--- config.mk ---
export PLATFORM = sky130hd
export DESIGN_NAME = fetch_stage_flat
export DESIGN_NICKNAME = d
export VERILOG_FILES = /design/src/rtl/fetch_stage_pkg.sv /design/src/rtl/fetch_stage_if.sv /design/src/rtl/fetch_stage_queue.sv /design/src/rtl/fetch_stage.sv /design/src/flat_wrapper.sv
export SDC_FILE = /design/constraint.sdc
export NUM_CORES = 1
export LEC_CHECK = 0
export CAP_MARGIN = 25
export CORE_UTILIZATION = 50
export CTS_CLUSTER_SIZE = 14
export DETAILED_ROUTE_END_ITERATION = 6
export PLACE_DENSITY = 0.75
export SYNTH_ARGS = -nofsm -noshare
export SYNTH_HDL_FRONTEND = slang
export SYNTH_SLANG_ARGS = --single-unit
--- constraint.sdc ---
create_clock -name clk -period 3.1 [get_ports clk]
set_input_delay 0.775 -clock clk [delete_from_list [all_inputs] [get_ports clk]]
set_output_delay 0.775 -clock clk [all_outputs]
set_load 0.01 [all_outputs]
--- src/rtl/fetch_stage_pkg.sv ---
`default_nettype none
// ============================================================================
// Module   : fetch_stage_pkg
// Purpose  : Shared RV32I fetch definitions: data width, the canonical NOP
//            (addi x0,x0,0), default reset PC, the queue entry type and a
//            PC increment helper.
// Ports    : none (package)
// Revision : 1.0 - initial release
// ============================================================================
package fetch_stage_pkg;

  localparam int XLEN = 32;
  localparam int QDEPTH = 2;

  localparam logic [XLEN-1:0] NOP_INSTR        = 32'h0000_0013;
  localparam logic [XLEN-1:0] RESET_PC_DEFAULT = 32'h0000_0000;

  // One buffered fetch result: the instruction word and the PC it came from.
  typedef struct packed {
    logic [XLEN-1:0] instr;
    logic [XLEN-1:0] pc;
  } fetch_entry_t;

  // Sequential PC; wraps modulo 2^32 without any flag.
  function automatic logic [XLEN-1:0] pc_plus4(input logic [XLEN-1:0] pc);
    return pc + 32'd4;
  endfunction

endpackage
`default_nettype wire

--- src/rtl/fetch_stage_if.sv ---
`default_nettype none
// ============================================================================
// Module   : fetch_stage_if
// Purpose  : Instruction-memory request/response bundle.
// Signals  : req    - request valid (fetch -> memory)
//            addr   - request address, held while req && !gnt
//            gnt    - request accepted this cycle (memory -> fetch)
//            rvalid - response valid, in order, >=1 cycle after grant
//            rdata  - instruction word returned with rvalid
// Modports : master (fetch stage), slave (instruction memory)
// Revision : 1.0 - initial release
// ============================================================================
interface fetch_stage_if;
  import fetch_stage_pkg::*;

  logic            req;
  logic [XLEN-1:0] addr;
  logic            gnt;
  logic            rvalid;
  logic [XLEN-1:0] rdata;

  modport master (
    output req,
    output addr,
    input  gnt,
    input  rvalid,
    input  rdata
  );

  modport slave (
    input  req,
    input  addr,
    output gnt,
    output rvalid,
    output rdata
  );

endinterface
`default_nettype wire

--- src/rtl/fetch_stage_queue.sv ---
`default_nettype none
// ============================================================================
// Module   : fetch_queue
// Purpose  : Two-entry FIFO of {instr, pc} plus a two-entry PC-tag FIFO that
//            pairs each in-order memory response with the address it was
//            requested from. Synchronous clear drops everything at once.
// Ports    : clk, rst_n     - clock, asynchronous active-low reset
//            clr_i          - synchronous clear of both FIFOs (wins)
//            tag_push_i/tag_i - record the PC of a granted request
//            rsp_i          - a kept (not dropped) response arrives; pops tag
//            rsp_instr_i    - instruction word of that response
//            bypass_i       - response goes straight to IF/ID, do not store
//            pop_i          - IF/ID consumes the head entry
//            rsp_pc_o       - PC tag belonging to the current response
//            head_o         - oldest buffered entry
//            count_o        - number of buffered entries (0..2)
// Revision : 1.0 - initial release
// ============================================================================
module fetch_queue
  import fetch_stage_pkg::*;
(
  input  logic            clk,
  input  logic            rst_n,
  input  logic            clr_i,
  input  logic            tag_push_i,
  input  logic [XLEN-1:0] tag_i,
  input  logic            rsp_i,
  input  logic [XLEN-1:0] rsp_instr_i,
  input  logic            bypass_i,
  input  logic            pop_i,
  output logic [XLEN-1:0] rsp_pc_o,
  output fetch_entry_t    head_o,
  output logic [1:0]      count_o
);

  logic [XLEN-1:0] tag_mem_q [QDEPTH];
  logic            tag_wr_q;
  logic            tag_rd_q;

  fetch_entry_t    ent_q [QDEPTH];
  logic            ent_wr_q;
  logic            ent_rd_q;
  logic [1:0]      ent_cnt_q;
  logic [1:0]      ent_cnt_d;

  logic            ent_push;
  fetch_entry_t    rsp_entry;

  // Every kept response consumes a tag; only non-bypassed ones are stored.
  assign ent_push        = rsp_i && !bypass_i;
  assign rsp_pc_o        = tag_mem_q[tag_rd_q];
  assign rsp_entry.instr = rsp_instr_i;
  assign rsp_entry.pc    = rsp_pc_o;

  assign ent_cnt_d = ent_cnt_q + {1'b0, ent_push} - {1'b0, pop_i};

  assign head_o  = ent_q[ent_rd_q];
  assign count_o = ent_cnt_q;

  always_ff @(posedge clk or negedge rst_n) begin
    if (!rst_n) begin
      tag_wr_q  <= 1'b0;
      tag_rd_q  <= 1'b0;
      ent_wr_q  <= 1'b0;
      ent_rd_q  <= 1'b0;
      ent_cnt_q <= 2'd0;
      for (int i = 0; i < QDEPTH; i++) begin
        tag_mem_q[i] <= '0;
        ent_q[i]     <= '0;
      end
    end else if (clr_i) begin
      // Storage contents are left as-is; only pointers and count matter.
      tag_wr_q  <= 1'b0;
      tag_rd_q  <= 1'b0;
      ent_wr_q  <= 1'b0;
      ent_rd_q  <= 1'b0;
      ent_cnt_q <= 2'd0;
    end else begin
      if (tag_push_i) begin
        tag_mem_q[tag_wr_q] <= tag_i;
        tag_wr_q            <= ~tag_wr_q;
      end
      if (rsp_i) begin
        tag_rd_q <= ~tag_rd_q;
      end
      if (ent_push) begin
        ent_q[ent_wr_q] <= rsp_entry;
        ent_wr_q        <= ~ent_wr_q;
      end
      if (pop_i) begin
        ent_rd_q <= ~ent_rd_q;
      end
      ent_cnt_q <= ent_cnt_d;
    end
  end

endmodule
`default_nettype wire

--- src/rtl/fetch_stage.sv ---
`default_nettype none
// ============================================================================
// Module   : fetch_stage
// Purpose  : RV32I instruction-fetch stage. Owns PC_F, issues credit-limited
//            requests to instruction memory, buffers responses in a 2-entry
//            queue (with a same-cycle bypass) and drives the IF/ID register.
//            Honours load-use stall and branch/jump flush with redirect.
// Ports    : clk, rst_n      - clock, asynchronous active-low reset
//            stall           - hold IF/ID contents (load-use)
//            flush           - redirect to PCTarget_E, discard wrong path
//            PCTarget_E      - redirect address, valid with flush
//            imem            - instruction memory req/gnt/rvalid bundle
//            instr_D, PC_D, PCPlus4_D, valid_D - IF/ID register outputs
// Revision : 1.0 - initial release
// ============================================================================
module fetch_stage
  import fetch_stage_pkg::*;
#(
  parameter logic [XLEN-1:0] RESET_PC = RESET_PC_DEFAULT
) (
  input  logic            clk,
  input  logic            rst_n,
  input  logic            stall,
  input  logic            flush,
  input  logic [XLEN-1:0] PCTarget_E,
  fetch_stage_if.master   imem,
  output logic [XLEN-1:0] instr_D,
  output logic [XLEN-1:0] PC_D,
  output logic [XLEN-1:0] PCPlus4_D,
  output logic            valid_D
);

  // Fetch PC and transaction accounting
  logic [XLEN-1:0] pc_f_q, pc_f_d;
  logic [1:0]      osd_q, osd_d;     // requests granted, response not yet seen
  logic [1:0]      drop_q, drop_d;   // of those, how many are wrong-path

  // IF/ID register
  fetch_entry_t    ifid_q, ifid_d;
  logic [XLEN-1:0] pc4_q, pc4_d;
  logic            if_valid_q, if_valid_d;

  // Queue side
  logic [1:0]      q_count;
  logic            q_empty;
  fetch_entry_t    q_head;
  logic [XLEN-1:0] rsp_pc;

  logic            req;
  logic            grant;
  logic            resp;
  logic            resp_keep;
  logic            resp_drop;
  logic            if_load;
  logic            bypass;
  logic            q_pop;

  // Credit: at most two instructions may be in flight or buffered. The sum
  // is taken one bit wider so 2+2 cannot alias to a small value.
  assign req = rst_n && !flush &&
               (({1'b0, osd_q} + {1'b0, q_count}) < 3'd2);

  assign grant = req && imem.gnt;

  // A response with nothing outstanding is a protocol violation; ignore it.
  assign resp      = imem.rvalid && (osd_q != 2'd0);
  assign resp_drop = resp && (drop_q != 2'd0);
  assign resp_keep = resp && (drop_q == 2'd0);

  assign q_empty = (q_count == 2'd0);
  assign if_load = !if_valid_q || !stall;

  // A kept response skips the queue only when nothing older is buffered,
  // otherwise ordering would break.
  assign bypass = resp_keep && q_empty && if_load && !flush;
  assign q_pop  = if_load && !q_empty && !flush;

  fetch_queue u_queue (
    .clk         (clk),
    .rst_n       (rst_n),
    .clr_i       (flush),
    .tag_push_i  (grant),
    .tag_i       (pc_f_q),
    .rsp_i       (resp_keep),
    .rsp_instr_i (imem.rdata),
    .bypass_i    (bypass),
    .pop_i       (q_pop),
    .rsp_pc_o    (rsp_pc),
    .head_o      (q_head),
    .count_o     (q_count)
  );

  // PC and counters
  always_comb begin
    pc_f_d = pc_f_q;
    osd_d  = osd_q + {1'b0, grant} - {1'b0, resp};
    drop_d = drop_q - {1'b0, resp_drop};

    if (flush) begin
      pc_f_d = PCTarget_E;
      // Everything still in flight after this cycle's response is wrong-path.
      // No grant can occur in a flush cycle, so osd_d is exactly that count.
      drop_d = osd_d;
    end else if (grant) begin
      pc_f_d = pc_plus4(pc_f_q);
    end
  end

  // IF/ID next state. On a bubble the PC fields keep their old value; only
  // valid_D and the NOP word are meaningful then.
  always_comb begin
    ifid_d     = ifid_q;
    pc4_d      = pc4_q;
    if_valid_d = if_valid_q;

    if (flush) begin
      ifid_d.instr = NOP_INSTR;
      if_valid_d   = 1'b0;
    end else if (if_load) begin
      if (!q_empty) begin
        ifid_d     = q_head;
        pc4_d      = pc_plus4(q_head.pc);
        if_valid_d = 1'b1;
      end else if (resp_keep) begin
        ifid_d.instr = imem.rdata;
        ifid_d.pc    = rsp_pc;
        pc4_d        = pc_plus4(rsp_pc);
        if_valid_d   = 1'b1;
      end else begin
        ifid_d.instr = NOP_INSTR;
        if_valid_d   = 1'b0;
      end
    end
  end

  always_ff @(posedge clk or negedge rst_n) begin
    if (!rst_n) begin
      pc_f_q       <= RESET_PC;
      osd_q        <= 2'd0;
      drop_q       <= 2'd0;
      ifid_q.instr <= NOP_INSTR;
      ifid_q.pc    <= '0;
      pc4_q        <= '0;
      if_valid_q   <= 1'b0;
    end else begin
      pc_f_q     <= pc_f_d;
      osd_q      <= osd_d;
      drop_q     <= drop_d;
      ifid_q     <= ifid_d;
      pc4_q      <= pc4_d;
      if_valid_q <= if_valid_d;
    end
  end

  assign imem.req  = req;
  assign imem.addr = pc_f_q;

  assign instr_D   = ifid_q.instr;
  assign PC_D      = ifid_q.pc;
  assign PCPlus4_D = pc4_q;
  assign valid_D   = if_valid_q;

endmodule
`default_nettype wire

--- src/flat_wrapper.sv ---
// flat-port wrapper written by rule: the top's interface ports become plain ports
module fetch_stage_flat import fetch_stage_pkg::*;
#(
  parameter logic [XLEN-1:0] RESET_PC = RESET_PC_DEFAULT
)
  (clk, rst_n, stall, flush, PCTarget_E, instr_D, PC_D, PCPlus4_D, valid_D, imem_req, imem_addr, imem_gnt, imem_rvalid, imem_rdata);
  fetch_stage_if imem_i ();
  input  logic clk;
  input  logic rst_n;
  input  logic stall;
  input  logic flush;
  input  logic [XLEN-1:0] PCTarget_E;
  output logic [XLEN-1:0] instr_D;
  output logic [XLEN-1:0] PC_D;
  output logic [XLEN-1:0] PCPlus4_D;
  output logic valid_D;
  output wire logic [$bits(imem_i.req)-1:0] imem_req;
  output wire logic [$bits(imem_i.addr)-1:0] imem_addr;
  input wire logic [$bits(imem_i.gnt)-1:0] imem_gnt;
  input wire logic [$bits(imem_i.rvalid)-1:0] imem_rvalid;
  input wire logic [$bits(imem_i.rdata)-1:0] imem_rdata;
  assign imem_req = imem_i.req;
  assign imem_addr = imem_i.addr;
  assign imem_i.gnt = imem_gnt;
  assign imem_i.rvalid = imem_rvalid;
  assign imem_i.rdata = imem_rdata;
  fetch_stage #(.RESET_PC(RESET_PC)) u_core (.clk(clk), .rst_n(rst_n), .stall(stall), .flush(flush), .PCTarget_E(PCTarget_E), .imem(imem_i), .instr_D(instr_D), .PC_D(PC_D), .PCPlus4_D(PCPlus4_D), .valid_D(valid_D));
endmodule
======== Word level (Yosys, flattened, before mapping) ========
Index checks and enable logic that the tools add are counted.
word-level totals
  output and inout bits ................... 130
  word-level logic and storage cells ...... 111
  register bits after elaboration ......... 331
operators by class
  reductions and logical operators ........ 32
  bitwise operators ....................... 9
  equal/unequal tests ..................... 1
  add/subtract/negate cells ............... 9
  multiplexer cells ....................... 35
  magnitude comparators ................... 7
operator list
  cell                                                                          count
  64-bit 2-to-1 mux                                                             6
  32-bit 2-to-1 mux                                                             11
  128-bit bitwise mux                                                           1
  32-bit by 3-bit adder with 32-bit output, second input constant               3
  64-bit bitwise mux                                                            1
  64-bit demux with 1-bit select                                                1
  32-bit demux with 1-bit select                                                1
  1-bit logical AND                                                             14
  2-bit nonzero test                                                            7
  1-bit 2-to-1 mux                                                              12
  2-bit >= comparator, second input constant                                    4
  1-bit inverter with 2-bit output                                              4
  2-bit by 1-bit subtractor with 2-bit output                                   3
  1-bit logical NOT                                                             5
  1-bit inverter                                                                5
  2-bit by 1-bit adder with 2-bit output                                        2
  2-bit logical NOT                                                             2
  2-bit by 1-bit less-than comparator with 1-bit output, second input constant  2
  2-bit 2-to-1 mux                                                              2
  2-bit AND reduction                                                           2
  2-bit by 2-bit adder with 3-bit output                                        1
  3-bit by 2-bit less-than comparator with 1-bit output, second input constant  1
  3-bit AND reduction                                                           1
  2-bit inequality test, second input constant                                  1
  1-bit logical OR                                                              1

======== Depth between registers and ports, before layout ========
  word-level depth ........................ 11
  mapped depth ............................ 13
  depth with buffers taken out ............ 10

======== By module ========
Synthesis repeated with hierarchy kept, for this count alone.
unflattened totals
  cells, all modules ...................... 1,390
  area total of the unflattened synthesis .. 15,617.5 um^2
by module, submodules not included
  module       cells an instance  seq. area each (um^2)  times used  area each (um^2)
  fetch_queue  642                4,954.8                1           8,491.9
  fetch_stage  748                3,281.9                1           7,125.6

======== Worst setup path before layout ========
Ideal clock, no wire load.
  path kind ............................... register to register
  start point ............................. register u_core.u_queue.ent_cnt_q[0] (netlist: u_core.u_queue.count_o[0])
  end point ............................... register u_core.drop_q[1]
  slack ................................... -0.162 ns
  library setup time ...................... 0.083 ns
  stages on the path, launching flop included .. 13
  period minus slack after synthesis ...... 3.262 ns
  arrival ................................. 3.179 ns
  cells stage by stage .................... dfrtp_1 > and2_1 > fa_1 > nor4b_1 > nand2_1 > inv_1 > buf_1 > clkbuf_1 > ha_1 > xnor2_1 > xnor2_1 > nand2_1 > o21ai_0
between the ends
  word-level cells in the longest chain between the ends .. 7
ends and longest elaborated chain
  item                                                   line                     text
  start: declaration                                     fetch_stage_queue.sv:43  logic [1:0] ent_cnt_q;
  start signal: assignment                               fetch_stage_queue.sv:93  ent_cnt_q <= ent_cnt_d;
  2-bit by 2-bit adder with 3-bit output                 fetch_stage.sv:61        (({1'b0, osd_q} + {1'b0, q_count}) < 3'd2);
  3-bit by 2-bit less-than comparator with 1-bit output  fetch_stage.sv:61
  1-bit logical AND                                      fetch_stage.sv:60        assign req = rst_n && !flush &&
  named net imem_req                                     flat_wrapper.sv:17       output wire logic [$bits(imem_i.req)-1:0] imem_req;
  1-bit logical AND                                      fetch_stage.sv:63        assign grant = req && imem.gnt;
  2-bit by 1-bit adder with 2-bit output                 fetch_stage.sv:96        osd_d = osd_q + {1'b0, grant} - {1'b0, resp};
  2-bit by 1-bit subtractor with 2-bit output            fetch_stage.sv:96
  named net u_core.osd_d[1]                              fetch_stage.sv:35        logic [1:0] osd_q, osd_d;
  2-bit 2-to-1 mux                                       fetch_stage.sv:99        if (flush) begin
  named net u_core.drop_d[1]                             fetch_stage.sv:36        logic [1:0] drop_q, drop_d;
  end signal: assignment                                 fetch_stage.sv:148       drop_q <= drop_d;
  end: declaration                                       fetch_stage.sv:36
The timed path passes the listed nets, and every way through them passes these cells.
A chain may end at the register's enable or synchronous reset.

======== Worst setup path in the final report ========
  start point ............................. register u_core.u_queue.ent_cnt_q[0] (netlist: u_core.u_queue.count_o[0])
  end point ............................... output port imem_req
between the ends
  word-level cells in the longest chain between the ends .. 3
ends and longest elaborated chain
  item                                                   line
  2-bit by 2-bit adder with 3-bit output                 fetch_stage.sv:61
  3-bit by 2-bit less-than comparator with 1-bit output  fetch_stage.sv:61
  1-bit logical AND                                      fetch_stage.sv:60
  end: declaration                                       flat_wrapper.sv:17
No other way between the ends.

==> results.cfg <==
[final_layout]
nNetsFinal = 1695
antenna_cells = 0
final_layout_size_suffix_gt1_share_pct = 16.50
fillers = 2363
finish.instance_area_mm2 = 0.01911
layout_commonest_cell = dfrtp_1
areaGrowthSynthToFinish_pct = 24.77
final_cell_mix = 324 x dfrtp_1, 196 x clkdlybuf4s50_1, 185 x nand2_1

[sta]
setup_viol = 0
min_period_ns = 3.005
slew_headroom_pct = 24.15
rsz0062_at_grt = no
finalSetupTns_ns = 0
drv_slew = 0
hold_viol_final = 0
worst_pin_slew_ns = 1.134
period_share_pct = 96.93
fin_skew_ns = 0.01942
max_freq_mhz = 332.8

[floorplanning]
die_w_um = 177.0
die_y_um = 177.0
initial_core_util_pct = 51.28
core_area_mm2 = 0.02987
die_area_mm2 = 0.03134
row_count = 63
ios = 200

[detailed_routing]
num_vias = 11662
drc = 0
drt_pass1_iterations = 7
wl_met1_um = 17840
top_layer = met4
routed_wl_um = 36790
drtIter0Drc = 959
wl_met3_um = 2046
vias_per_cell = 5.739
ant_nets = 0
wl_per_cell_um = 18.11
route.met2.wl_um = 16300

[synth]
ys.warnings.count = 0
ys_types = 61
async_flop_share_pct = 100.0
syn_nets = 1504
synthesis.area_mm2 = 0.01532
synth_ff_type = dfrtp_1
synth_top_cell_by_area = dfrtp_1
ys_seq_elements = 329
synth_top_cell_area_share_pct = 53.25
synth_top_cells_by_area = dfrtp_1 53%, mux2_2 9.9%, mux2i_1 5.9%, nand2_1 4.6%, o21ai_0 3.6%
yosysSeqAreaShare_pct = 53.77
syn-mean-instance-area_um2 = 10.74
synth_edf_count = 0
synthCells = 1426

[worst_setup_path]
max_stage_delay_ns = 0.49
crit_chain = and2_1, fa_1, nor4b_2, dlygate4sd2_1
required_ns = 2.32
crit_slowest_cell = fa_1
cp_max_fo = 4
cp.arrival_ns = 2.23
critPathKind = reg -> out
startpoint_type = register
end_kind = output pin

[status]
status = complete, no violations

[cts]
cts.clk_slew.worst_paths_ns = 0.06
cts_tree = yes
cts_made_buffers = 37
cts-root-buf = clkbuf_16
clk_latency_ns = 0.51
htreeDepth = 2
cts_sinks = 329
cts_max_path_buffers = 3

[power]
peakVddDrop_uv = 451.8
p_int_mw = 12.10
pwr-share-comb_pct = 38.9
p_leak_nw = 8.248
powerDensity_mw_per_mm2 = 979.1
seqPwrFrac_pct = 37.5
p_sw_share_pct = 35.32
pwr-share-clk_pct = 23.6
switchingPower_mw = 6.609

[global_route]
grt_pass1_wl_um = 59890
grt_max_degree = 198
grt-ovfl-total = 0
antenna_found_initial = 0
grt_use_total_pct = 24.02
grt_pass1_vias = 11134

[job]
cap_violations = 0

[placement]
place_area_mm2 = 0.01788
dpl.hpwl_um = 25120
gp_congestion = 0.8347
io_buffer_count = 199

[worst_hold_path]
min_path_type = in -> async
[cell families (layout without fill, tap and decap cells)]
kind of cell    Yosys count  after routing  synth area share [%]
simple gates            438            438                 12.95
flops                   329            329                 53.77
compound gates          281            281                 11.66
mux                     228            228                 16.11
buf+inv                 116            332                 3.324
xor+xnor                 26             26                 1.487
fa+ha+maj                 8              8                0.7024
[metal layers]
layer	vias up	global-route usage (%)
met3	49	3.050
li1	5473	-
met1	5760	37.03
met2	380	35.79
met4	0	5.855
met5	-	0
[timing repair]
action / CTS / global route
hold endpoints to repair: 0 / 0
resized for setup: 1 / 1
hold buffers: 0 / 0
buffers inserted: 0 / 0
endpoints found under the setup margin: 1 / 1
[per-stage QoR]
step                setup slack [ns]  hold WS, ns  util [%]  cells  power, mW
floorplan                    0.05194       0.4444         -   1426      11.34
global placement              0.2270       0.4567     59.84   1968      14.04
detailed placement            0.1319       0.4637     59.84   1968      14.28
CTS                          0.05897      0.08538     63.97   2032      18.78
global route                0.007175      0.09106     63.97   2032      19.87
finish                       0.09512       0.1013     63.97   2032      18.71
[power groups by stage]
stage	combinational [mW]	sequential [mW]	clock, mW
2_1_floorplan	4.46	6.87	0
4_1_cts	7.28	7.00	4.50
3_5_place_dp	7.22	7.06	0
3_3_place_gp	7.06	6.98	0
6_report	7.28	7.01	4.42
5_1_grt	7.96	7.22	4.70
[critical path: cells and delay by family, from the launching register on]
kind | cells | cell delay, ns
flops | 1 | 0.42
buf+inv | 1 | 0.31
fa+ha+maj | 1 | 0.49
simple gates | 2 | 0.51
[cells in the mapped netlist (5+ instances only)]
library cell    n
a221o_1        35
nor4_1         13
xnor2_1        22
nand3_1        30
buf_4           5
a211oi_1       15
nand4_1        15
a31oi_1        17
a21oi_1        60
nor4b_1         5
buf_1          14
nand2_1       186
nand3b_1        7
o21ai_0       111
ha_1            7
dfrtp_1       326
nor2b_1        10
mux2_2        135
o311ai_0        6
nor3_1         17
nor2_1        117
clkbuf_1       63
inv_1          18
and3_1          8
buf_2          11
mux2i_1        91
o211ai_1        9
or4_1           6
[final timing paths]
check	endpoint	depth (start not counted)	slack, ns	startpoint
max in group asynchronous	u_core.instr_D[2]	3	1.36	rst_n
hold reg to reg	u_core.PC_D[17]	2	0.47	u_core.PC_D[17]
min in group clk	u_core.PC_D[17]	2	0.47	u_core.PC_D[17]
setup / recovery	imem_req	4	0.1	u_core.u_queue.count_o[0]
hold / removal	u_core.imem.addr[3]	1	0.10	rst_n
setup reg to reg	u_core.PCPlus4_D[31]	8	0.24	u_core.u_queue.count_o[1]
[layout make-up]
| type | instances | area, µm² | share of cell area, % |
|---|---|---|---|
| tap | 390 | 488.0 | 2.553 |
| multi-input combinational | 981 | 6616 | 34.62 |
| sequential | 329 | 8244 | 43.14 |
| timing repair buffer | 250 | 2461 | 12.88 |
| clock buffer | 49 | 1021 | 5.342 |
| inverter | 18 | 67.56 | 0.3535 |
| clock inverter | 15 | 214.0 | 1.119 |
[sequential cells by signal (all words and copies together), names as in the netlist]
| name | flops |
|---|---|
| u_core.u_queue.ent_q | 128 |
| u_core.u_queue.ent_wr_q | 1 |
| u_core.osd_q | 2 |
| u_core.u_queue.tag_rd_q | 1 |
| u_core.valid_D | 1 |
| u_core.instr_D | 32 |
| u_core.PC_D | 30 |
| u_core.imem.addr | 32 |
| u_core.drop_q | 2 |
| u_core.PCPlus4_D | 32 |
| u_core.u_queue.count_o | 2 |
| u_core.u_queue.ent_rd_q | 1 |
| u_core.u_queue.tag_wr_q | 1 |
| u_core.u_queue.tag_mem_q | 64 |
Power figures use the tool's default switching activity.
